===== src/rtl/up_down_counter_pkg.sv =====
// Shared constants for counter blocks.
package up_down_counter_pkg;

    localparam int unsigned COUNTER_WIDTH = 4;

endpackage


===== src/rtl/up_down_counter.sv =====
// Loadable up/down binary counter with a registered output.
// Priority per edge: reset, then load, then step up or down.
module up_down_counter
    import up_down_counter_pkg::*;
#(
    parameter int unsigned WIDTH = COUNTER_WIDTH
) (
    input  logic             clk,
    input  logic             reset,
    input  logic             load,
    input  logic             up_down,
    input  logic [WIDTH-1:0] data,
    output logic [WIDTH-1:0] count
);

    logic [WIDTH-1:0] step;

    // Carry and borrow fall off the top; wrap is silent.
    always_comb begin
        step = count;
        if (up_down)
            step = count + 1'b1;
        else
            step = count - 1'b1;
    end

    always_ff @(posedge clk) begin
        if (reset)
            count <= '0;
        else if (load)
            count <= data;
        else
            count <= step;
    end

`ifndef SYNTHESIS
    if (WIDTH < 1) begin : g_bad_width
        $error("up_down_counter: WIDTH must be >= 1");
    end
`endif

endmodule


===== config.mk =====
export PLATFORM = sky130hd
export DESIGN_NAME = up_down_counter
export DESIGN_NICKNAME = d
export VERILOG_FILES = /design/src/rtl/up_down_counter_pkg.sv /design/src/rtl/up_down_counter.sv
export SDC_FILE = /design/constraint.sdc
export NUM_CORES = 1
export LEC_CHECK = 0
export CAP_MARGIN = 25
export CORE_AREA = 2 2 39 41
export CTS_BUF_LIST = sky130_fd_sc_hd__clkbuf_4
export DETAILED_ROUTE_END_ITERATION = 7
export DIE_AREA = 0 0 41 43
export PLACE_DENSITY_LB_ADDON = 0.05
export SLEW_MARGIN = 5
export SYNTH_ARGS = -nofsm -noshare
export SYNTH_HDL_FRONTEND = slang
export SYNTH_SLANG_ARGS = --single-unit

===== constraint.sdc =====
create_clock -name clk -period 1.2 [get_ports clk]
set_input_delay 0.24 -clock clk [delete_from_list [all_inputs] [get_ports clk]]
set_output_delay 0.24 -clock clk [all_outputs]
set_load 0.02 [all_outputs]

==> metrics.cfg <==
[timing]
fin_ws_ns=-0.0129
setup-violations-final=1
final.period_utilization=1.01
rsz0062_at_grt=true
tns_ns=-0.0129
max_slew_margin=0.802
tightest_slew_ns=0.295
min_period_ns=1.21
final-hold-violation-count=0
max_freq_mhz=824
maxSlewViolCount=0
skew_ns=0.000223

[setup_path]
path_class=reg -> reg
cp.arrival_ns=1.38
ff2ff_path_depth=4
crit_path_end_kind=register
crit_path_max_fanout=3
cp.required_ns=1.36
rrSetupSlack_ns=-0.01
start_kind=register

[logic_synthesis]
ys_seq_area_frac=0.327
avgSynthCellArea_um2=9.81
syn_inst=25
ys_warn_count=0
synth_seq_cells=4
syn_area_um2=245
yosysUniqueCellTypes=15
syn_nets=36

[place]
numPortBuffers=11
gp_congestion=0.604
dp.final_hpwl_um=483
dp_cells=55

[drt]
via_count=238
drc=0
drt_iter0_drc=11
wl_per_cell_um=11.0
drt_wl_total_um=649
antenna_left=0
via_per_inst=4.03
drt-pass1-iter-count=2

[layout]
seq_area_um2=83.8
reg_top3=count x4
num-fill-cells=151
antenna_cells=0
layout.cells.most_common_list=clkdlybuf4s50_1 (6), nor2_1 (5), buf_4 (5)
fin_cells=59
final_common_cell=clkdlybuf4s50_1
nNetsFinal=56
largest_register_ffs=4
syn_to_final_growth_pct=91.3
top_register=count
multi_input_area_um2=194
drive_above_1_share=0.419

[die]
start_util=0.177
die_h_um=43
rows=14
ios=12
die_w_um=41
core_um2=1380
die_area_um2=1760

[cts]
htree_levels=1
cts_hold_buf=0
clkLatencyLatePin_ns=0.23
cts_tree=built
cts_buffers=3
cts_root_buffer=clkbuf_4
path_clk_slew_ns=0.04
cts.sinks=4
cts_buffer_depth=2

[power_and_ir_drop]
leakage_nw=0.195
peakVddDrop_mv=0.388
p_per_area_nw_per_um2=1110

[hold_path]
min_path_type=reg -> reg
hold_depth=3

[global_routing]
grt_first_pass_wirelength_um=993
grt_remaining_overflow=0
grt_max_degree=8
antenna_found_initial=0
grt_pass1_vias=250
grt_usage=0.0926

[job]
drv_cap=0

[outcome]
status=finished, violations left
violations=negative setup slack

-- synthesized netlist by cell type --
library cell	number	share of area
inv_1	1	0.015
nor2_1	5	0.077
xnor2_1	1	0.036
nand3_1	1	0.020
ha_1	2	0.10
dfxtp_1	4	0.33
a2111o_1	1	0.046
o211ai_2	1	0.051
xor2_1	1	0.036
a21oi_1	2	0.041
nand4_1	1	0.026
nand2_1	1	0.015
mux2i_1	2	0.082
buf_6	1	0.046
fa_1	1	0.082
-- kinds of logic after synthesis --
family                   Yosys count  synth area share
flip-flops                         4             0.327
XOR/XNOR                           2            0.0714
buffers and inverters              2            0.0612
AND/OR/NAND/NOR                    8             0.138
AO/OA/AOI/OAI                      4             0.138
adder cells (fa/ha/maj)            3             0.184
multiplexers                       2            0.0816
-- where the power goes --
group | switching (mW) | total [mW] | internal [mW]
clock network | 0.0546 | 0.166 | 0.112
registers | 0.0163 | 0.168 | 0.151
logic | 0.0808 | 0.185 | 0.105
-- per-stage QoR --
stage	setup slack, ns	util	power [mW]	area, um2	hold slack (ns)
floorplan	-0.0436	-	0.252	262	0.305
global placement	-0.571	0.297	0.330	410	0.556
detailed placement	-0.575	0.297	0.332	410	0.559
CTS	-0.0494	0.321	0.504	444	0.590
global route	-0.0560	0.339	0.552	469	0.628
finish	-0.0129	0.339	0.519	469	0.596
-- final timing paths --
kind | start | endpoint
worst max-delay path | count[2]$_SDFF_PP0_ | count[3]$_SDFF_PP0_
worst min-delay path | count[0]$_SDFF_PP0_ | count[0]$_SDFF_PP0_
worst max register to register | count[2]$_SDFF_PP0_ | count[3]$_SDFF_PP0_
worst min register to register | count[0]$_SDFF_PP0_ | count[0]$_SDFF_PP0_
-- metal layers --
layer	share of wire	vias to the layer above	wire (um)	global-route usage
li1	-	125	-	-
met1	0.39	102	255	0.104
met2	0.52	11	335	0.122
met3	0.089	0	58	0.0785
met4	0	0	0	0.0400
met5	0	-	0	0
-- area by class of cell --
class,instances,share of cell area
timing repair buffer,16,0.309
clock buffer,3,0.0480
sequential,4,0.179
inverter,1,0.00800
tap,16,0.0427
multi-input combinational,19,0.413
-- worst max-delay path, stage by stage, from the launching register on --
cell      delay, ns
dfxtp_2        0.32
ha_4           0.28
a21oi_4        0.06
a2111o_1       0.41
o211ai_2       0.06
-- timing repair --
| item | in CTS | in global routing |
|---|---|---|
| endpoints found under the setup margin | 7 | 4 |
| gates resized for setup | 8 | 6 |
| setup buffers | 0 | 1 |
| pin swaps | 1 | 4 |
Note: power is estimated with default switching activity, not from simulation.
